**src/rtl/retire_rob.sv**
```systemverilog
// rtl/retire_rob.sv - reorder buffer with in-order, multi-slot registered retirement
// Dispatch allocates in order, writeback completes by tag, oldest done entries retire to the regfile.
module retire_rob #(
  parameter  int DEPTH     = 8,
  parameter  int RET_WIDTH = 2,
  parameter  int XLEN      = 32,
  parameter  int REG_AW    = 5,
  localparam int TAG_W     = $clog2(DEPTH),
  localparam int CNT_W     = $clog2(RET_WIDTH + 1)
) (
  input  logic                        clk,
  input  logic                        reset,
  input  logic                        alloc_valid,
  output logic                        alloc_ready,
  input  logic                        alloc_dst_vld,
  input  logic [REG_AW-1:0]           alloc_dst,
  output logic [TAG_W-1:0]            alloc_tag,
  input  logic                        wb_valid,
  input  logic [TAG_W-1:0]            wb_tag,
  input  logic [XLEN-1:0]             wb_data,
  input  logic                        flush,
  output logic [RET_WIDTH-1:0]        wren_rb0,
  output logic [RET_WIDTH*REG_AW-1:0] wraddr_rb0,
  output logic [RET_WIDTH*XLEN-1:0]   wrdata_rb0,
  output logic [CNT_W-1:0]            retire_cnt,
  output logic [TAG_W:0]              occupancy
);

  localparam logic [TAG_W:0] FULL = (TAG_W + 1)'(DEPTH);

  // Pointers carry a wrap bit so full and empty are distinguishable.
  logic [TAG_W:0]    head, tail;
  logic [DEPTH-1:0]  valid_q, done_q, dst_vld_q;
  logic [REG_AW-1:0] dst_q  [DEPTH];
  logic [XLEN-1:0]   data_q [DEPTH];

  logic [TAG_W-1:0]     tail_idx;
  logic                 alloc_fire, wb_fire;
  logic [RET_WIDTH-1:0] elig;
  logic [TAG_W-1:0]     sel_idx [RET_WIDTH];
  logic [CNT_W-1:0]     n_ret;

  assign occupancy   = tail - head;
  assign alloc_ready = (occupancy != FULL);
  assign tail_idx    = tail[TAG_W-1:0];
  assign alloc_tag   = tail_idx;
  assign alloc_fire  = alloc_valid & alloc_ready;
  assign wb_fire     = wb_valid & valid_q[wb_tag] & ~done_q[wb_tag];

  // A slot is eligible only while every older slot is also valid and done.
  always_comb begin
    logic chain;
    chain = 1'b1;
    elig  = '0;
    n_ret = '0;
    for (int i = 0; i < RET_WIDTH; i++) begin
      sel_idx[i] = head[TAG_W-1:0] + TAG_W'(i);
      chain      = chain & valid_q[sel_idx[i]] & done_q[sel_idx[i]];
      elig[i]    = chain;
      if (chain) n_ret = n_ret + CNT_W'(1);
    end
  end

  always_ff @(posedge clk or negedge reset) begin
    if (!reset) begin
      head       <= '0;
      tail       <= '0;
      valid_q    <= '0;
      done_q     <= '0;
      wren_rb0   <= '0;
      wraddr_rb0 <= '0;
      wrdata_rb0 <= '0;
      retire_cnt <= '0;
    end else if (flush) begin
      head       <= '0;
      tail       <= '0;
      valid_q    <= '0;
      done_q     <= '0;
      wren_rb0   <= '0;
      wraddr_rb0 <= '0;
      wrdata_rb0 <= '0;
      retire_cnt <= '0;
    end else begin
      for (int i = 0; i < RET_WIDTH; i++) begin
        // Writes to x0 are dropped but the entry still counts as retired.
        wren_rb0[i] <= elig[i] & dst_vld_q[sel_idx[i]] & (|dst_q[sel_idx[i]]);
        wraddr_rb0[i*REG_AW +: REG_AW] <= elig[i] ? dst_q[sel_idx[i]] : '0;
        wrdata_rb0[i*XLEN +: XLEN]     <= elig[i] ? data_q[sel_idx[i]] : '0;
        if (elig[i]) begin
          valid_q[sel_idx[i]] <= 1'b0;
          done_q[sel_idx[i]]  <= 1'b0;
        end
      end
      retire_cnt <= n_ret;
      head       <= head + (TAG_W + 1)'(n_ret);
      if (wb_fire) done_q[wb_tag] <= 1'b1;
      if (alloc_fire) begin
        valid_q[tail_idx] <= 1'b1;
        done_q[tail_idx]  <= 1'b0;
        tail              <= tail + (TAG_W + 1)'(1);
      end
    end
  end

  // Payload needs no reset: it is only observed through valid entries.
  always_ff @(posedge clk) begin
    if (alloc_fire) begin
      dst_vld_q[tail_idx] <= alloc_dst_vld;
      dst_q[tail_idx]     <= alloc_dst;
    end
    if (wb_fire) data_q[wb_tag] <= wb_data;
  end

  wb_legal: assert property (@(posedge clk) disable iff (!reset)
    (wb_valid && !flush) |-> (valid_q[wb_tag] && !done_q[wb_tag]));

endmodule

```
**config.mk**
```make
export PLATFORM = sky130hd
export DESIGN_NAME = retire_rob
export DESIGN_NICKNAME = d
export VERILOG_FILES = /design/src/rtl/retire_rob.sv
export SDC_FILE = /design/constraint.sdc
export NUM_CORES = 1
export LEC_CHECK = 0
export BUFFER_PORTS_ARGS = -buffer_cell sky130_fd_sc_hd__buf_4
export CORE_MARGIN = 3
export CORE_UTILIZATION = 60
export DETAILED_ROUTE_END_ITERATION = 8
export GPL_TIMING_DRIVEN = 0
export HOLD_SLACK_MARGIN = 0.05
export PLACE_DENSITY = 0.76
export SLEW_MARGIN = 25
export SYNTH_ARGS = -nofsm -noshare
export SYNTH_HDL_FRONTEND = slang
export SYNTH_SLANG_ARGS = --single-unit
```
**constraint.sdc**
```tcl
create_clock -name clk -period 6.1 [get_ports clk]
set_clock_uncertainty 0.05 [all_clocks]
set_input_delay 0.305 -clock clk [delete_from_list [all_inputs] [get_ports clk]]
set_output_delay 0.305 -clock clk [all_outputs]
set_load 0.03 [all_outputs]
```
* Word-level counts from Yosys, hierarchy flattened
Memory sizes are Yosys's and may differ from the RTL's.
Cells that the tools add are included.
** Operators by class
- Equal/unequal tests :: 1
- Multiplexer cells :: 56
- Reduce and logical (&&, ||, !) cells :: 7
- $mul :: 0
- Divide/modulo/power cells :: 0
- Add/sub/neg operators :: 5
- Bitwise operators :: 21
- Shifts and indexed selects :: 0
- Magnitude comparators :: 8
** Operators with widths (number)
- $mux 8 :: 14
- $mux 32 :: 2
- $mux 64 :: 1
- $and 8x8->8 :: 5
- $bmux 1 s3 :: 8
- $not 8->8 :: 3
- $mux 1 :: 17
- $lt 3x4->1 const B :: 4
- $or 8x8->8 :: 2
- $demux 1 s3 :: 4
- $ge 3x1->1 const B :: 4
- $mux 4 :: 3
- $and 1x1->1 :: 10
- $mux 10 :: 1
- $mux 5 :: 2
- $reduce_or 5->1 :: 2
- $bwmux 8 :: 1
- $mux 2 :: 3
- $add 4x1->4 const B :: 1
- $add 4x2->4 :: 1
- $logic_and 1x1->1 :: 4
- $ne 4x4->1 const B :: 1
- $sub 4x4->4 :: 1
- $add 3x1->3 const B :: 1
- 3 further kinds :: 3
** Word-level totals
- Memories :: 2
- Bits in registers :: 110
- ROM bits :: 0
- Bits of input ports :: 46
- Output and inout bits :: 86
- Bits in latches :: 0
- RAM bits :: 296
** Memories
- data_q :: words 8, bits a word 32, rd ports 2, clocked after memory_dff 0, write ports 1, RTL line 35 : logic [XLEN-1:0] data_q [DEPTH];
- dst_q :: words 8, bits a word 5, rd ports 2, clocked after memory_dff 0, write ports 1, RTL line 34 : logic [REG_AW-1:0] dst_q [DEPTH];

* Longest topological paths before layout
Gate-level depths: netlist of run 1.
- Depth in word-level cells :: 17
- Mapped depth :: 12
- Depth with buffers taken out :: 10

* Worst setup path after synthesis of run 1
Ideal clock, no wire load.
- Path type :: register to register
- Start point :: register head[1]
- End point :: memory dst_q[3][0], enable pin
- Library setup time :: 0.382 ns
- Path slack :: 2.934 ns
- Path buffers :: 3
- Stages on the path, launching flop included :: 11
- Period minus slack after synthesis :: 3.166 ns
- Data arrival time :: 2.735 ns
- Cells stage by stage :: dfrtp_1 buf_4 clkinv_1 clkbuf_1 ha_1 nor2b_1 o21a_1 nor3_1 o31ai_1 buf_2 nor3_1
** Between the ends
- Word-level cells in the longest chain between the ends :: 5
** RTL lines
- start, declared :: RTL line 32 : logic [TAG_W:0] head, tail;
- start signal, assigned :: RTL line 95 : head <= head + (TAG_W + 1)'(n_ret);
- $sub 4x4->4 :: RTL line 43 : assign occupancy = tail - head;
- $ne 4x4->1 :: RTL line 44 : assign alloc_ready = (occupancy != FULL);
- $and 1x1->1 :: RTL line 47 : assign alloc_fire = alloc_valid & alloc_ready;
- $mux 1 :: RTL line 107 : if (alloc_fire) begin
- $mux 1 (not written as such) :: RTL line 109 : dst_q[tail_idx] <= alloc_dst;
- end, declared :: RTL line 34
Every way passes these cells.

* Worst setup path after layout of run 1
- Start point :: register head[1]
- End point :: memory dst_q[0][4], enable pin
The elaborated chain is that of the path after synthesis.

==> results of run 1 <==
## cell usage after synthesis (9+ instances only)
cell,number
edfxtp_1,304
nand2_1,186
dfrtp_1,102
mux4_2,66
nor3_1,53
buf_2,51
nor2_1,51
a21oi_1,49
o22ai_1,47
mux2i_1,43
clkbuf_1,29
nand3_1,28
a211oi_1,27
a31oi_1,27
o221ai_1,21
o21ai_0,19
inv_1,17
buf_4,16
mux2_2,16
a32oi_1,14
a311oi_1,9
## cell families (layout without fill, tap and decap cells)
family | count (synthesis) | count (layout) | share of synthesized area [%]
and+or+nand+nor | 363 | 363 | 8.87
adders and majority gates | 10 | 10 | 0.781
buffers and inverters | 121 | 370 | 3.26
AOI/OAI and AO/OA | 253 | 253 | 9.69
DFF | 406 | 406 | 65.1
other | 0 | 1 | 0
xor gates and xnor gates | 9 | 9 | 0.586
muxes | 125 | 125 | 11.7
## path summary, 6_finish.rpt
kind | end | from | slack (ns)
worst max register to register | dst_q[0][4] | head[1] | 1.63
worst min register to register | valid_q[1] | valid_q[1] | 0.51
worst max-delay path | dst_q[0][4] | head[1] | 1.63
max in group asynchronous | wrdata_rb0[13] | reset | 5.02
min in group asynchronous | wraddr_rb0[0] | reset | 0.39
worst min-delay path | valid_q[1] | alloc_valid | 0.18
## per-stage QoR
| stage | utilization [%] | hold slack (ns) |
|---|---|---|
| after floorplan | - | -0.0406 |
| after global placement | 66.7 | 0.483 |
| after detailed placement | 67.1 | 0.441 |
| after CTS | 73.1 | 0.161 |
| after global routing | 73.1 | 0.210 |
| final | 73.1 | 0.181 |
## registers in the layout (all words and copies together), names as in the netlist
signal,cells
data_q,256
done_q,8
dst_q,40
dst_vld_q,8
head,4
retire_cnt,2
tail,4
valid_q,8
wraddr_rb0,10
wrdata_rb0,64
wren_rb0,2
## where the power goes
| part | leakage, nW | switching [W] | total, W | internal, W |
|---|---|---|---|---|
| clock | 0.666 | 0.00105 | 0.00254 | 0.00149 |
| sequential | 4.16 | 0.0000140 | 0.00301 | 0.00300 |
| combinational | 3.01 | 0.000120 | 0.000200 | 0.0000804 |
| total | 7.84 | 0.00119 | 0.00575 | 0.00456 |
## metal layers
layer	part of all wire [%]	wire length, um
met5	0.021	12
met2	44	25300
met4	6.2	3520
met3	15	8420
met1	35	19600
## layout make-up
cell class                 instances  area [um^2]
sequential                       406        11700
fill                            1882         7830
multi-input combinational        760         5700
timing repair buffer             173         1460
clock buffer                      56         1140
buffer                           101          510
tap                              384          480
clock inverter                    20          208
inverter                          20         75.1
antenna                            1         2.50
## worst max-delay path: stages (launching register included)
cell	delay [ns]
dfrtp_1	0.49
buf_4	0.29
clkinv_1	0.55
clkbuf_1	0.58
ha_1	0.45
nor2b_1	0.15
o21a_1	0.18
nor3_1	0.26
o31ai_1	0.12
buf_2	0.19
or4_1	0.47
inv_1	0.33
==> flow_summary.json, run 1 <==
{
  "status": "completed",
  "core_region_area_um2": 29100,
  "drive_above_1_share_pct": 23.4,
  "grt_use_met2_pct": 54.3,
  "cts.htree.levels": 2,
  "dieArea_um2": 32000,
  "clkTransAtPathRegs_ns": 0.06,
  "fin_total_pwr_w": 0.00575,
  "antenna_found_initial": 1,
  "drt-pass1-iter-count": 8,
  "grt_max_degree": 103,
  "placed_area_um2": 19500,
  "fmax_ghz": 0.224,
  "cp_max_fo": 11,
  "grt_pass1_vias": 13400,
  "fp.dieH_um": 179,
  "place.gp.congestion": 0.938,
  "cts_sinks": 406,
  "r2r_cells": 11,
  "cts_hold_buf": 39,
  "ys_top_cells_by_area": "edfxtp_1 (51%), dfrtp_1 (14%), mux4_2 (8.3%), nand2_1 (3.9%), mux2i_1 (2.4%)",
  "routed_via_density": 6.97,
  "hold_path.class": "in -> reg",
  "final_area_um2": 21300,
  "routedWlPerCell_um": 29.6,
  "initial_utilization_pct": 61.7,
  "slew_headroom_pct": 23.1,
  "numCtsBuffers": 42,
  "grt_busiest_layer": "met2",
  "synth_top_area_share_pct": 50.9,
  "grt_pass1_wl_um": 83400,
  "cts_setup_buffers": 0,
  "clk_path_buf_depth": 3,
  "synth_cell_types": 57,
  "rsz0062_at_grt": "no",
  "arrival_ns": 4.61,
  "netlist_area_um2": 17900,
  "synthCells": 1287,
  "cp-start-kind": "register",
  "power_density_nw_per_um2": 270,
  "final_nets": 1560,
  "setup_viol": 0,
  "detail-route-antenna-nets": 0,
  "holdPathStages": 4,
  "ios": 132,
  "tightest_slew_ns": 1.15,
  "finalWorstSetupSlack_ns": 1.63,
  "syn_nets": 1343,
  "yosys.area.top_type": "edfxtp_1",
  "hold_viol": 0,
  "syn2layout_area_growth_pct": 18.5,
  "grt_overflow": 0,
  "cts_resized": 0,
  "synthArstFlopShare_pct": 25.1,
  "pre_cts_ws_ns": 1.69,
  "finalSetupTns_ns": 0,
  "crit_type": "reg -> reg",
  "synth_warnings": 0,
  "synth_edf_count": 304,
  "layout.cells.most_common": "edfxtp_1",
  "cts_tree": "built",
  "syn_area_per_cell_um2": 13.9,
  "grt_usage_pct": 36.0,
  "io_buffers": 130,
  "drtIter0Drc": 2290,
  "final_cell_mix": "edfxtp_1 (304), nand2_1 (186), buf_4 (146)",
  "root_buffer": "clkbuf_16",
  "grt.met1_usage_pct": 47.4,
  "ys_ff_latch": 406,
  "rows": 62,
  "routed_wl_um": 56900,
  "grt_use_met3_pct": 11.5,
  "p_leak_nw": 7.84,
  "min_period_ns": 4.47,
  "end_kind": "register",
  "required_ns": 6.24,
  "hpwl_um": 35700,
  "drcViolationCount": 0,
  "cap_viol_max_count": 0,
  "vdd_ir_drop_max_mv": 0.239,
  "num_vias": 13400,
  "die-width_um": 179,
  "dpl.cell_count": 1805,
  "clock_latency_ns": 0.53,
  "final_cells": 1921,
  "ys.flop_type": "edfxtp_1",
  "slew_violations": 0,
  "finalCritPeriodShare_pct": 73.3,
  "yosysSeqAreaShare_pct": 65.1
}
(Power assumes the default switching activity.)
==> inputs of run 2 (changes only) <==
ABC_AREA = 1   (was unset)
CORE_UTILIZATION = 54   (was 60)
PLACE_DENSITY = 0.73   (was 0.76)
clock period = 4 ns   (was 6.1 ns; I/O delays follow)
==> flow_summary.json, run 2 <==
{
  "status": "completed",
  "cts_setup_buffers": 0,
  "p_leak_nw": 8.51,
  "tightest_slew_ns": 1.04,
  "crit_type": "reg -> reg",
  "cp-start-kind": "register",
  "grt_pass1_vias": 14000,
  "clkTransAtPathRegs_ns": 0.06,
  "numCtsBuffers": 41,
  "rsz0062_at_grt": "no",
  "rows": 65,
  "ys_top_cells_by_area": "edfxtp_1 (52%), dfrtp_1 (14%), nand2_1 (6.3%), o22ai_1 (5.9%), nor2_1 (3.4%)",
  "layout.cells.most_common": "edfxtp_1",
  "syn_area_per_cell_um2": 11.0,
  "top_register": "data_q",
  "top_regs": "data_q (256), wrdata_rb0 (64), dst_q (40)",
  "vdd_ir_drop_max_mv": 0.405,
  "slew_headroom_pct": 30.8,
  "yosysSeqAreaShare_pct": 66.1,
  "holdWs_ns": 0.109,
  "multiInputGateArea_um2": 5040,
  "clock_latency_ns": 0.55,
  "cts_tree": "built",
  "synthCells": 1614,
  "drive_above_1_share_pct": 17.6,
  "synth_top_area_share_pct": 51.6,
  "num_vias": 14600,
  "io_buffers": 130,
  "fp.dieH_um": 187,
  "detail-route-antenna-nets": 0,
  "grt_overflow": 0,
  "fmax_ghz": 0.294,
  "cp_max_fo": 10,
  "slew_violations": 0,
  "cts_sinks": 406,
  "antenna_found_initial": 0,
  "syn_nets": 1670,
  "routed_via_density": 6.33,
  "routed_wl_um": 57900,
  "power_density_nw_per_um2": 426,
  "hold_path.class": "in -> reg",
  "routedWlPerCell_um": 25.1,
  "setup_viol": 0,
  "grt_pass1_wl_um": 85000,
  "yosys.area.top_type": "edfxtp_1",
  "initial_utilization_pct": 55.5,
  "hold_viol": 0,
  "finalWorstSetupSlack_ns": 0.602,
  "grt_max_degree": 103,
  "regArea_um2": 11700,
  "drt-pass1-iter-count": 6,
  "final_area_um2": 21300,
  "netlist_area_um2": 17700,
  "synthArstFlopShare_pct": 25.1,
  "min_period_ns": 3.40,
  "ios": 132,
  "final_cell_mix": "edfxtp_1 (304), nand2_1 (296), o22ai_1 (166)",
  "cts_hold_buf": 41,
  "cap_viol_max_count": 0,
  "synth_warnings": 0,
  "diodes": 0,
  "placed_area_um2": 19400,
  "pre_cts_ws_ns": 0.690,
  "required_ns": 4.37,
  "arrival_ns": 3.76,
  "finalSetupTns_ns": 0,
  "fill_cells": 2373,
  "synth_edf_count": 304,
  "drtIter0Drc": 2613,
  "root_buffer": "clkbuf_16",
  "dieArea_um2": 34900,
  "final_util_pct": 66.7,
  "hpwl_um": 37400,
  "drcViolationCount": 0,
  "yosysMostFrequentCell": "edfxtp_1",
  "ys_ff_latch": 406,
  "cts_resized": 0,
  "finalCritPeriodShare_pct": 85.0,
  "end_kind": "register",
  "cts.htree.levels": 2,
  "final_nets": 1892,
  "grt_usage_pct": 32.3,
  "place.gp.congestion": 0.999,
  "synthTopCellsByCount": "edfxtp_1 (304), nand2_1 (296), o22ai_1 (166)",
  "syn2layout_area_growth_pct": 20.3,
  "die-width_um": 187,
  "core_region_area_um2": 31900,
  "synth_cell_types": 40,
  "clk_path_buf_depth": 3,
  "ys.flop_type": "edfxtp_1",
  "largest_reg_flops": 256
}
## run 2: cell types whose count changed after synthesis, sizes merged, moves of 32 or more
cell   previous run  this run
nor2             51       179
nand2           186       308
o22ai            47       166
inv              18       122
o21ai            20        95
mux4             66         0
mux2i            43         0
nand3            28        60
## run 2: path summary, 6_finish.rpt
check | start | endpoint | slack (ns) | cells after the start
worst max-delay path | head[0] | head[2] | 0.60 | 16
worst min-delay path | wb_tag[0] | done_q[6] | 0.11 | 4
worst max register to register | head[0] | head[2] | 0.60 | 16
worst min register to register | head[3] | head[3] | 0.43 | 1
max in group asynchronous | reset | wrdata_rb0[2] | 3.00 | 2
min in group asynchronous | reset | wrdata_rb0[28] | 0.26 | 2
## run 2: cells by family (layout without fill, tap and decap cells)
family,Yosys count,after routing,synth area share [%]
AO/OA/AOI/OAI,351,351,11.6
adder cells (fa/ha/maj),10,10,0.793
XOR/XNOR,4,4,0.198
AND/OR/NAND/NOR,631,631,15.9
flip-flops,406,406,66.1
buffers and inverters,212,466,5.44
## run 2: cell type report
type,instances,share of cell area [%]
Buffer,86,2.29
Multi-Input combinational cell,996,23.7
Sequential cell,406,54.9
Inverter,126,2.23
Timing Repair Buffer,179,7.48
Clock inverter,15,1.32
Clock buffer,60,5.55
Tap cell,435,2.56
## run 2: report_power, final
group	switching, W	internal (W)
clock	0.00163	0.00251
sequential	0.0000168	0.00457
combinational	0.000213	0.000116
total	0.00186	0.00720
## run 2: critical path, cell delays in order, from the launching register on
cell,delay (ns)
dfrtp_1,0.50
ha_1,0.29
inv_1,0.08
nand2_1,0.06
nand2_2,0.07
buf_6,0.15
nand3_2,0.25
nor2_1,0.26
nor2_4,0.12
nand2_4,0.16
clkinv_2,0.13
ha_1,0.32
ha_1,0.17
inv_1,0.06
fa_1,0.39
xor2_1,0.14
nor2_1,0.05
## run 2: metal layers
| layer | track usage, % | wire length [um] |
|---|---|---|
| met4 | 15.4 | 3110 |
| met5 | 0 | 0 |
| met1 | 45.2 | 21400 |
| met2 | 48.6 | 25000 |
| met3 | 7.07 | 8340 |
## run 2: metrics by stage
stage,std cells,power (W)
3_5_place_dp,2187,0.00496
3_3_place_gp,2179,0.00495
6_report,2303,0.00906
4_1_cts,2303,0.00904
5_1_grt,2303,0.00926
2_1_floorplan,1614,0.00480
==> inputs of run 3 (changes only) <==
clock period = 3.1 ns   (was 4 ns; I/O delays follow)
==> flow_summary.json, run 3 (same netlist as run 2, synthesis figures left out) <==
{
  "end_kind": "register",
  "top_register": "data_q",
  "place.gp.congestion": 0.979,
  "grt_pass1_vias": 14100,
  "holdWs_ns": 0.0678,
  "final_util_pct": 67.0,
  "top_regs": "data_q (256), wrdata_rb0 (64), dst_q (40)",
  "syn2layout_area_growth_pct": 20.9,
  "drcViolationCount": 0,
  "cts.htree.levels": 2,
  "min_period_ns": 3.07,
  "status": "completed",
  "dieArea_um2": 34900,
  "cp_max_fo": 10,
  "cap_viol_max_count": 0,
  "vdd_ir_drop_max_mv": 0.508,
  "clock_latency_ns": 0.55,
  "cp_cell_sequence": "buf_2 > buf_2 > nand2_2 > clkbuf_1 > o21ai_0 > nor4_1",
  "reg2reg_from": "head[0]",
  "routedWlPerCell_um": 25.2,
  "num_vias": 14700,
  "final_cell_mix": "edfxtp_1 (304), nand2_1 (295), o22ai_1 (166)",
  "detail-route-antenna-nets": 0,
  "p_clk_share_pct": 44.9,
  "rsz0062_at_grt": "yes",
  "hpwl_um": 37500,
  "arrival_ns": 3.37,
  "fin_total_pwr_w": 0.0115,
  "power_switching_w": 0.00243,
  "r2r_cells": 6,
  "hp-start": "wb_tag[0]",
  "crit_start": "head[0]",
  "rrSetupSlack_ns": 0.03,
  "p_int_w": 0.00910,
  "finalCritPeriodShare_pct": 98.9,
  "io_buffers": 130,
  "initial_utilization_pct": 55.5,
  "p_leak_nw": 8.54,
  "max_stage_delay_ns": 0.81,
  "grt_use_met2_pct": 49.2,
  "slew_violations": 0,
  "cpMostUsedCell": "buf_2",
  "ios": 132,
  "cts_sinks": 406,
  "clk_path_buf_depth": 3,
  "grt_use_met3_pct": 9.03,
  "drtIter0Drc": 2450,
  "cts_tree": "built",
  "largest_reg_flops": 256,
  "tightest_slew_ns": 1.08,
  "clkTransAtPathRegs_ns": 0.06,
  "numCtsBuffers": 41,
  "drive_above_1_share_pct": 18.7,
  "die-width_um": 187,
  "core_region_area_um2": 31900,
  "drt-pass1-iter-count": 6,
  "layout.cells.most_common": "edfxtp_1",
  "hold_path.class": "in -> reg",
  "hold_viol": 0,
  "crit_type": "reg -> reg",
  "fmax_ghz": 0.326,
  "required_ns": 3.40,
  "grt_usage_pct": 32.8,
  "routed_wl_um": 58400,
  "pwr-share-comb_pct": 3.7,
  "root_buffer": "clkbuf_16",
  "slew_headroom_pct": 27.8,
  "setup_viol": 0,
  "grt_busiest_layer": "met2",
  "rows": 65,
  "grt_overflow": 0,
  "switching_share_pct": 21.0,
  "grt.met1_usage_pct": 45.0,
  "grt_pass1_wl_um": 86500,
  "power_density_nw_per_um2": 539,
  "p_seq_share_pct": 51.3,
  "holdPathEnd": "done_q[6]",
  "cp-start-kind": "register",
  "grt_max_degree": 103,
  "r2r_end": "wrdata_rb0[3]",
  "holdPathStages": 4,
  "antenna_found_initial": 1,
  "fp.dieH_um": 187,
  "routed_via_density": 6.34,
  "final_nets": 1899,
  "worst_path_max_delay_cell": "nor4_1"
}
==> run 3: final cells by class <==
| type | count | area [um^2] |
|---|---|---|
| Clock inverter | 18 | 253 |
| Tap cell | 435 | 544 |
| Fill cell | 2365 | 10500 |
| Antenna cell | 2 | 5.00 |
| Clock buffer | 58 | 1160 |
| Multi-Input combinational cell | 996 | 5100 |
| Buffer | 86 | 494 |
| Inverter | 126 | 487 |
| Sequential cell | 406 | 11700 |
| Timing Repair Buffer | 186 | 1640 |
==> run 3: worst max path at each step <==
stage | to | slack (ns) | cells after the start
global placement | head[2] | -0.21 | 16
floorplan | dst_q[0][0] | 0.16 | 11
global route | head[2] | -0.07 | 16
CTS | head[1] | 0.009 | 15
detailed placement | head[2] | -0.26 | 14
finish | wrdata_rb0[3] | 0.03 | 6
==> run 3: layer usage <==
metal  up-vias  share of wire [%]
met5         -                  0
met3       255                 15
met4         0                5.0
met1      6924                 36
li1       6203                  -
met2      1290                 44
==> run 3: what timing repair did <==
action	in CTS	in global routing
buffers inserted	1	6
gates resized for setup	11	11
pin swaps	1	1
hold buffers	41	0
hold endpoints to repair	411	0
endpoints found under the setup margin	3	40
==> run 3: power by group through the flow <==
stage	combinational (W)	clock [W]	sequential, W
after floorplan	0.000173	0	0.00602
after detailed placement	0.000376	0	0.00603
after global placement	0.000360	0	0.00603
after CTS	0.000419	0.00519	0.00592
after global routing	0.000467	0.00544	0.00592
final	0.000430	0.00518	0.00592
==> run 3: metrics by stage <==
stage | setup TNS (ns) | setup slack, ns | instance area [um^2] | cells
6_report | 0 | 0.0330 | 21400 | 2313
5_1_grt | -0.0764 | -0.0676 | 21400 | 2312
4_1_cts | 0 | 0.00853 | 21300 | 2305
3_5_place_dp | -0.473 | -0.261 | 19400 | 2187
3_3_place_gp | -11.91 | -0.210 | 19200 | 2179
2_1_floorplan | 0 | 0.159 | 17700 | 1614
==> run 3: worst max-delay path: cells and delay by family (launching register included) <==
kind                   cells  cell delay [ns]
buffers and inverters      3             1.08
AO/OA/AOI/OAI              1             0.17
flip-flops                 1             0.46
AND/OR/NAND/NOR            2             1.10
